## config.mk

```make
export PLATFORM = sky130hd
export DESIGN_NAME = pipeline_hazard_ctrl
export DESIGN_NICKNAME = d
export VERILOG_FILES = /design/src/rtl/pipes_pkg.sv /design/src/rtl/pipeline_hazard_ctrl_load_use.sv /design/src/rtl/pipeline_hazard_ctrl.sv
export SDC_FILE = /design/constraint.sdc
export NUM_CORES = 1
export LEC_CHECK = 0
export ABC_AREA = 1
export CORE_ASPECT_RATIO = 2
export CORE_MARGIN = 3
export CORE_UTILIZATION = 40
export CTS_CLUSTER_SIZE = 30
export DETAILED_ROUTE_END_ITERATION = 16
export HOLD_SLACK_MARGIN = 0.15
export PLACE_DENSITY = 0.74
export SKIP_LAST_GASP = 1
export SYNTH_ARGS = -nofsm -noshare
export SYNTH_HDL_FRONTEND = slang
export SYNTH_SLANG_ARGS = --single-unit
```

## constraint.sdc

```tcl
create_clock -name clk -period 1.7 [get_ports clk]
set_input_delay 0.34 -clock clk [delete_from_list [all_inputs] [get_ports clk]]
set_output_delay 0.34 -clock clk [all_outputs]
set_load 0.03 [all_outputs]
```

## src/rtl/pipes_pkg.sv

```systemverilog
// Shared pipeline types: register reset control and hazard sequencer state.
// Purely declarative; no latency or backpressure of its own.
package pipes;

    typedef enum logic {
        RESET_CONTINUE = 1'b0,
        RESET_RESET    = 1'b1
    } reset_t;

    typedef enum logic {
        RUN        = 1'b0,
        REDIR_HOLD = 1'b1
    } hz_state_t;

    localparam logic [63:0] PC_RESET_DEFAULT = 64'h8000_0000;

endpackage

```

## src/rtl/pipeline_hazard_ctrl_load_use.sv

```systemverilog
// Load-use hazard detect: EX load whose destination feeds an ID source operand.
// Latency: combinational. Backpressure: none, pure function of register fields.
module load_use_detect #(
    parameter int REG_W = 5
) (
    input  logic [REG_W-1:0] id_rs1,
    input  logic [REG_W-1:0] id_rs2,
    input  logic             id_use_rs1,
    input  logic             id_use_rs2,
    input  logic [REG_W-1:0] ex_dst,
    input  logic             ex_is_load,
    input  logic             ex_regwrite,
    output logic             hazard
);

    logic rs1_hit;
    logic rs2_hit;

    assign rs1_hit = id_use_rs1 && (id_rs1 == ex_dst);
    assign rs2_hit = id_use_rs2 && (id_rs2 == ex_dst);
    // x0 is hardwired zero, so a load targeting it never creates a dependency
    assign hazard  = ex_is_load && ex_regwrite && (ex_dst != '0) && (rs1_hit || rs2_hit);

endmodule

```

## src/rtl/pipeline_hazard_ctrl.sv

```systemverilog
// Pipeline hazard sequencer: per-register advance/hold/bubble, redirects, stall counter.
// Latency: control outputs combinational; pending redirect and counter registered.
// Backpressure: dmem_busy freezes the whole pipe; imem_busy holds PC and bubbles IF_ID.
module pipeline_hazard_ctrl
    import pipes::*;
#(
    parameter logic [63:0] PC_RESET = 64'h8000_0000,
    parameter int          REG_W    = 5,
    parameter int          CNT_W    = 32
) (
    input  logic             clk,
    input  logic             reset,
    input  logic [REG_W-1:0] id_rs1,
    input  logic [REG_W-1:0] id_rs2,
    input  logic             id_use_rs1,
    input  logic             id_use_rs2,
    input  logic [REG_W-1:0] ex_dst,
    input  logic             ex_is_load,
    input  logic             ex_regwrite,
    input  logic             ex_branch_taken,
    input  logic [63:0]      ex_target,
    input  logic             imem_busy,
    input  logic             dmem_busy,
    output logic             stall_pc,
    output logic             stall_IF_ID,
    output logic             stall_ID_EX,
    output logic             stall_EX_MEM,
    output logic             stall_MEM_WB,
    output reset_t           reset_IF_ID,
    output reset_t           reset_ID_EX,
    output reset_t           reset_EX_MEM,
    output reset_t           reset_MEM_WB,
    output logic             redirect_valid,
    output logic [63:0]      redirect_pc,
    output logic [CNT_W-1:0] stall_cycles
);

    hz_state_t   state, nxt_state;
    logic [63:0] pend_pc, nxt_pend;
    logic        load_use;

    load_use_detect #(.REG_W(REG_W)) u_load_use (
        .id_rs1      (id_rs1),
        .id_rs2      (id_rs2),
        .id_use_rs1  (id_use_rs1),
        .id_use_rs2  (id_use_rs2),
        .ex_dst      (ex_dst),
        .ex_is_load  (ex_is_load),
        .ex_regwrite (ex_regwrite),
        .hazard      (load_use)
    );

    always_comb begin
        stall_pc       = 1'b0;
        stall_IF_ID    = 1'b0;
        stall_ID_EX    = 1'b0;
        stall_EX_MEM   = 1'b0;
        stall_MEM_WB   = 1'b0;
        reset_IF_ID    = RESET_CONTINUE;
        reset_ID_EX    = RESET_CONTINUE;
        reset_EX_MEM   = RESET_CONTINUE;
        reset_MEM_WB   = RESET_CONTINUE;
        redirect_valid = 1'b0;
        redirect_pc    = PC_RESET;
        nxt_state      = state;
        nxt_pend       = pend_pc;

        if (!reset) begin
            reset_IF_ID  = RESET_RESET;
            reset_ID_EX  = RESET_RESET;
            reset_EX_MEM = RESET_RESET;
            reset_MEM_WB = RESET_RESET;
        end else if (dmem_busy) begin
            // Full freeze; any branch in EX is re-evaluated once EX moves on
            stall_pc     = 1'b1;
            stall_IF_ID  = 1'b1;
            stall_ID_EX  = 1'b1;
            stall_EX_MEM = 1'b1;
            stall_MEM_WB = 1'b1;
        end else if (state == REDIR_HOLD) begin
            reset_IF_ID = RESET_RESET;
            if (ex_branch_taken)
                nxt_pend = ex_target;
            if (imem_busy) begin
                stall_pc = 1'b1;
            end else begin
                redirect_valid = 1'b1;
                redirect_pc    = pend_pc;
                nxt_state      = RUN;
            end
        end else if (ex_branch_taken) begin
            reset_IF_ID = RESET_RESET;
            reset_ID_EX = RESET_RESET;
            if (imem_busy) begin
                // Fetch in flight: park the target until the fetch returns
                stall_pc  = 1'b1;
                nxt_pend  = ex_target;
                nxt_state = REDIR_HOLD;
            end else begin
                redirect_valid = 1'b1;
                redirect_pc    = ex_target;
            end
        end else if (load_use) begin
            stall_pc    = 1'b1;
            stall_IF_ID = 1'b1;
            reset_ID_EX = RESET_RESET;
        end else if (imem_busy) begin
            stall_pc    = 1'b1;
            reset_IF_ID = RESET_RESET;
        end
    end

    always_ff @(posedge clk or negedge reset) begin
        if (!reset) begin
            state        <= RUN;
            pend_pc      <= PC_RESET;
            stall_cycles <= '0;
        end else begin
            state   <= nxt_state;
            pend_pc <= nxt_pend;
            if (stall_pc)
                stall_cycles <= stall_cycles + CNT_W'(1);
        end
    end

endmodule
```

==> results of run 1 <==
[power by group]
group / total, mW / switching (mW) / internal (mW)
combinational: 2.74 / 1.55 / 1.19
clock: 2.28 / 0.967 / 1.31
sequential: 3.03 / 0.322 / 2.71
total: 8.05 / 2.84 / 5.21
[registers in the layout (all words and copies together), names as in the netlist]
register	count
state	1
stall_cycles	32
pend_pc	64
[cells by family after synthesis]
family / after synthesis / synth area share
and+or+nand+nor: 387 / 0.284
buffers and inverters: 136 / 0.0952
AOI/OAI and AO/OA: 133 / 0.131
DFF: 97 / 0.412
xor gates and xnor gates: 24 / 0.0356
muxes: 21 / 0.0401
adders and majority gates: 1 / 0.00212
[per-layer routing]
metal	GRT usage	routed length [um]
met4	0.194	1690
met1	0.268	7730
met5	0	13
met2	0.515	13500
met3	0.0479	1050
[stage by stage]
stage / hold WS, ns / setup TNS (ns) / setup WS (ns)
2_1_floorplan: 0.0444 / -2.09 / -0.0936
3_3_place_gp: 0.387 / -55.77 / -0.506
3_5_place_dp: 0.386 / -58.45 / -0.502
4_1_cts: 0.192 / -21.73 / -0.393
5_1_grt: 0.213 / -26.05 / -0.409
6_report: 0.188 / -20.51 / -0.352
[synthesized netlist by cell type (17+ instances only)]
cell type,number
nor2_1,83
nand2_1,207
mux2_1,21
a21oi_1,23
o21ai_0,63
nand4_1,34
inv_1,79
clkbuf_1,23
nand3_1,36
a211oi_1,42
dfrtp_1,96
xor2_1,17
[worst max-delay path: cells and delay by family, from the launching register on]
family / cells / cell delay (ns)
flops: 1 / 0.47
compound gates: 3 / 0.32
buf+inv: 4 / 0.57
[worst max-delay path by stage]
stage	cells after the start	from	endpoint
final	7	state$_DFFE_PN0P_	redirect_pc[50]
after global routing	7	state$_DFFE_PN0P_	redirect_pc[50]
after CTS	7	state$_DFFE_PN0P_	redirect_pc[50]
after detailed placement	8	imem_busy	redirect_pc[19]
after global placement	8	dmem_busy	redirect_pc[19]
after floorplan	7	reset	redirect_pc[10]
[final cells by class]
| type | count | area, um2 | share of cell area |
|---|---|---|---|
| clock buffers | 9 | 225 | 0.0219 |
| repair buffers | 306 | 3200 | 0.311 |
| multi-input cells | 566 | 3740 | 0.363 |
| clock inverters | 6 | 97.6 | 0.00948 |
| diodes | 1 | 2.50 | 0.000243 |
| inverters | 85 | 357 | 0.0346 |
| flip-flops and latches | 97 | 2430 | 0.237 |
| well taps | 192 | 240 | 0.0233 |
[repair_timing]
| item | in CTS | in global routing |
|---|---|---|
| gates cloned | 1 | 11 |
| buffers inserted | 3 | 14 |
| hold endpoints to repair | 8 | 0 |
| pin swaps | 6 | 10 |
| gates resized for setup | 112 | 99 |
| hold buffers | 1 | 0 |
| setup endpoints to repair | 136 | 108 |
==> results_dict.tcl, run 1 <==
set metrics [dict create \
    run_status "finished with violations" \
    failed_checks "negative setup slack" \
    final_cell_mix "nand2_1, dfrtp_1, buf_4" \
    nFillCells 1135 \
    grt_pass1_vias 6678 \
    vias_per_cell 5.27 \
    placed_cell_area_um2 9040 \
    vias 6655 \
    drive_gt1_frac 0.312 \
    ios 194 \
    avgSynthCellArea_um2 7.38 \
    path_cells "inv_8, o21ai_4, inv_4, buf_12, o21ai_2, a21oi_2, buf_6" \
    first_pass_iters 4 \
    worst_pin_slew_ns 0.874 \
    crit_arrival_ns 1.71 \
    layout_setup_ws_ns -0.352 \
    pwr_density_cell_nw_per_um2 782 \
    crit_slowest_cell "dfrtp_2" \
    synth_top_area_share 0.407 \
    layout_commonest_cell "nand2_1" \
    power.leakage_nw 4.87 \
    cts_buffers 9 \
    synth_nets 888 \
    drt_iter0_drc 303 \
    ir_worst_vdd_mv 0.886 \
    drv_slew 0 \
    grt_pass1_wl_um 34700 \
    fp.dieW_um 91.9 \
    initial_core_util 0.409 \
    crit_fanout 7 \
    ys_async_sr_fraction 1.00 \
    cts_tree "built" \
    finalCoreUtilization 0.713 \
    r2r.worst_path.cells 7 \
    r2r_slack_ns -0.06 \
    cts_htree_levels 3 \
    wl_per_cell_um 19.0 \
    grt_setup_unrepaired "yes" \
    dp_cells 1217 \
    cts_max_path_buffers 2 \
    yosys_warnings 0 \
    worstHoldPathType "in -> async" \
    synth_area_leaders "dfrtp_1, nand2_1, o21ai_0, a211oi_1, nor2_1" \
    drv_cap 0 \
    dieHeight_um 178 \
    synthCells 799 \
    finish.net_count 1154 \
    die_area_um2 16300 \
    clk_pin_slew_worst_paths_ns 0.08 \
    stdcell_area_um2 10300 \
    io_buffers 193 \
    drcViolationCount 0 \
    clk_latency_ns 0.35 \
    slew-limit-headroom 0.417 \
    seq_area_frac_synth 0.412 \
    post-route-min-period_ns 2.05 \
    netlist_area_um2 5900 \
    power_mw 8.05 \
    antenna_found_initial 2 \
    totalWireLength_um 24000 \
    synthFlopType "dfrtp_1" \
    grt_max_degree 68 \
    root_buffer "clkbuf_16" \
    finalSetupViolCount 86 \
    rr_startpoint "state$_DFFE_PN0P_" \
    fmax_ghz 0.487 \
    fin_cells 1262 \
    dpl.hpwl_um 16800 \
    finalWeightedCongestion 1.02 \
    ys_types 29 \
    clkSinkCount 97 \
    period_share 1.21 \
    areaGrowthSynthToFinish_pct 74.5 \
    synth_edf_count 0 \
    fp-row-count 62 \
    start_kind "flop" \
    critPathKind "reg -> out" \
    max_stage_delay_ns 0.47 \
    ant_nets 0 \
    r2r_end "pend_pc[41]$_DFFE_PN0P_" \
    ys_ff_latch 97 \
    grt.total_usage 0.276 \
    skew_ns 0.0105 \
    end_kind "output port" \
    yosysTopAreaCell "dfrtp_1" \
    required_ns 1.36 \
    overflow 0 \
    final_hold_viol_count 0 \
    core_um2 14400 \
]
Power figures use the tool's default switching activity.
==> run 2: changes to the inputs <==
--- a/config.mk
+++ b/config.mk
@@ -7,13 +7,13 @@
 export LEC_CHECK = 0
 export ABC_AREA = 1
 export CORE_ASPECT_RATIO = 2
-export CORE_MARGIN = 3
 export CORE_UTILIZATION = 40
 export CTS_CLUSTER_SIZE = 30
 export DETAILED_ROUTE_END_ITERATION = 16
 export HOLD_SLACK_MARGIN = 0.15
 export PLACE_DENSITY = 0.74
 export SKIP_LAST_GASP = 1
+export SLEW_MARGIN = 5
 export SYNTH_ARGS = -nofsm -noshare
 export SYNTH_HDL_FRONTEND = slang
 export SYNTH_SLANG_ARGS = --single-unit
==> run 2 against run 1 <==
  * The flow still finishes with violations (negative setup slack)
  * Register-to-register slack better by 0.12 ns
  * Flip-flop and latch count did not move
  * Maximum frequency is 2.7% lower
  * Critical path type unchanged
  * Highest routed layer unchanged
==> results_dict.tcl, run 2 (synthesized netlist as in run 1, its figures left out) <==
set metrics [dict create \
    run_status "finished with violations" \
    failed_checks "negative setup slack" \
    ios 194 \
    wl_per_cell_um 19.4 \
    hold-worst-slack_ns 0.248 \
    drv_slew 0 \
    crit_arrival_ns 1.77 \
    cts_tree "built" \
    ir_worst_vdd_mv 0.560 \
    final_cell_mix "nand2_1, dfrtp_1, buf_6" \
    crit_family "buffers and inverters" \
    drv_cap 0 \
    swShare 0.350 \
    max_stage_delay_ns 0.43 \
    layout_setup_ws_ns -0.409 \
    layout_commonest_cell "nand2_1" \
    drive_gt1_frac 0.321 \
    drt_iter0_drc 346 \
    grt_pass1_vias 6914 \
    pwr_density_cell_nw_per_um2 798 \
    totalWireLength_um 24600 \
    internal-power_mw 5.43 \
    finish.net_count 1155 \
    areaGrowthSynthToFinish_pct 77.5 \
    dpl.hpwl_um 16800 \
    start_kind "flop" \
    reg.largest.list "pend_pc x64, stall_cycles x32, state x1" \
    largest_reg_flops 64 \
    die_area_um2 15300 \
    path_buf_inv 5 \
    p_sw_mw 2.92 \
    antenna_found_initial 2 \
    grt_max_degree 63 \
    worstHoldPathType "in -> async" \
    critPathKind "reg -> out" \
    fp-row-count 62 \
    stdcell_area_um2 10500 \
    finalSetupViolCount 69 \
    initial_core_util 0.411 \
    period_share 1.24 \
    grt.total_usage 0.313 \
    dieHeight_um 174 \
    clk_latency_ns 0.35 \
    crit_top_cell "buf_12" \
    cts_max_path_buffers 2 \
    pwr-share-seq 0.362 \
    core_um2 14400 \
    skew_ns 0.00711 \
    clkSinkCount 97 \
    clk_pin_slew_worst_paths_ns 0.07 \
    crit_slowest_cell "dfrtp_2" \
    grt_setup_unrepaired "yes" \
    power.leakage_nw 4.79 \
    slew-limit-headroom 0.534 \
    crit_fanout 8 \
    clkPwrFrac 0.270 \
    grt_pass1_wl_um 35500 \
    drcViolationCount 0 \
    cts_buffers 9 \
    io_buffers 193 \
    finalWeightedCongestion 1.03 \
    root_buffer "clkbuf_16" \
    cts_htree_levels 3 \
    first_pass_iters 4 \
    overflow 0 \
    final_hold_viol_count 0 \
    fmax_ghz 0.474 \
    vias 6780 \
    path_cells "clkinv_4, buf_12, buf_12, buf_16, a211oi_4, buf_6" \
    required_ns 1.36 \
    ant_nets 0 \
    comb_power_share 0.368 \
    end_kind "output port" \
    post-route-min-period_ns 2.11 \
    regMostFlops "pend_pc" \
    worst_pin_slew_ns 0.698 \
    fp.dieW_um 87.9 \
    placed_cell_area_um2 9010 \
    vias_per_cell 5.36 \
]
[run 2: changes by cell type in the layout (fill, tap and decap cells not counted), sizes merged, moves of 2 or more]
cell | before | now
clkinv | 0 | 2
clkbuf | 18 | 15
buf | 178 | 185
dlymetal6s2s | 12 | 0
dlygate4sd2 | 38 | 50
inv | 88 | 83
[run 2: final timing paths]
path | from | endpoint | slack [ns] | cells past startpoint
hold reg to reg | pend_pc[55]$_DFFE_PN0P_ | pend_pc[55]$_DFFE_PN0P_ | 0.49 | 2
hold / removal | reset | stall_cycles[24]$_DFFE_PN0P_ | 0.25 | 3
max in group asynchronous | reset | stall_cycles[12]$_DFFE_PN0P_ | 0.37 | 4
setup reg to reg | stall_cycles[7]$_DFFE_PN0P_ | stall_cycles[18]$_DFFE_PN0P_ | 0.06 | 8
min in group clk | pend_pc[55]$_DFFE_PN0P_ | pend_pc[55]$_DFFE_PN0P_ | 0.49 | 2
setup / recovery | state$_DFFE_PN0P_ | redirect_pc[17] | -0.41 | 6
[run 2: final cells by class]
cell class | instances | area [um2]
clock inverters | 4 | 76.3
diodes | 1 | 2.50
inverters | 85 | 349
multi-input cells | 566 | 3850
repair buffers | 307 | 3250
flip-flops and latches | 97 | 2440
fillers | 1061 | 3880
well taps | 192 | 240
clock buffers | 12 | 246
[run 2: per-stage QoR]
stage	worst slack [ns]	TNS (ns)	std cells	total power [mW]	util
global route	-0.447	-25.29	1264	8.70	0.729
finish	-0.409	-21.42	1264	8.35	0.729
floorplan	-0.0936	-2.09	799	4.42	-
CTS	-0.451	-24.31	1253	8.08	0.705
global placement	-0.502	-60.76	1211	5.38	0.628
detailed placement	-0.529	-63.91	1211	5.43	0.628
[run 2: worst min-delay path: cells and delay by family]
| kind | cells | cell delay (ns) |
|---|---|---|
| buf+inv | 3 | 0.65 |
[run 2: repair_timing]
| item | 4_1_cts | 5_1_grt |
|---|---|---|
| cloned | 7 | 3 |
| gates resized for setup | 192 | 73 |
| endpoints found under the hold margin | 1 | 0 |
| setup endpoints to repair | 140 | 132 |
| buffers inserted | 19 | 14 |
| hold buffers | 1 | 0 |
| pin swaps | 19 | 25 |
[run 2: power by group through the flow]
stage	combinational, mW	sequential (mW)	clock (mW)
floorplan	1.37	3.05	0
global placement	2.42	2.96	0
detailed placement	2.46	2.98	0
CTS	2.82	2.96	2.29
global route	3.28	3.06	2.36
finish	3.08	3.03	2.25
[run 2: per-layer routing]
metal,track usage,part of all wire,vias up
li1,-,-,3120
met2,0.586,0.57,266
met1,0.294,0.32,3295
met3,0.0419,0.037,97
met4,0.230,0.070,2
met5,0,0.00053,-
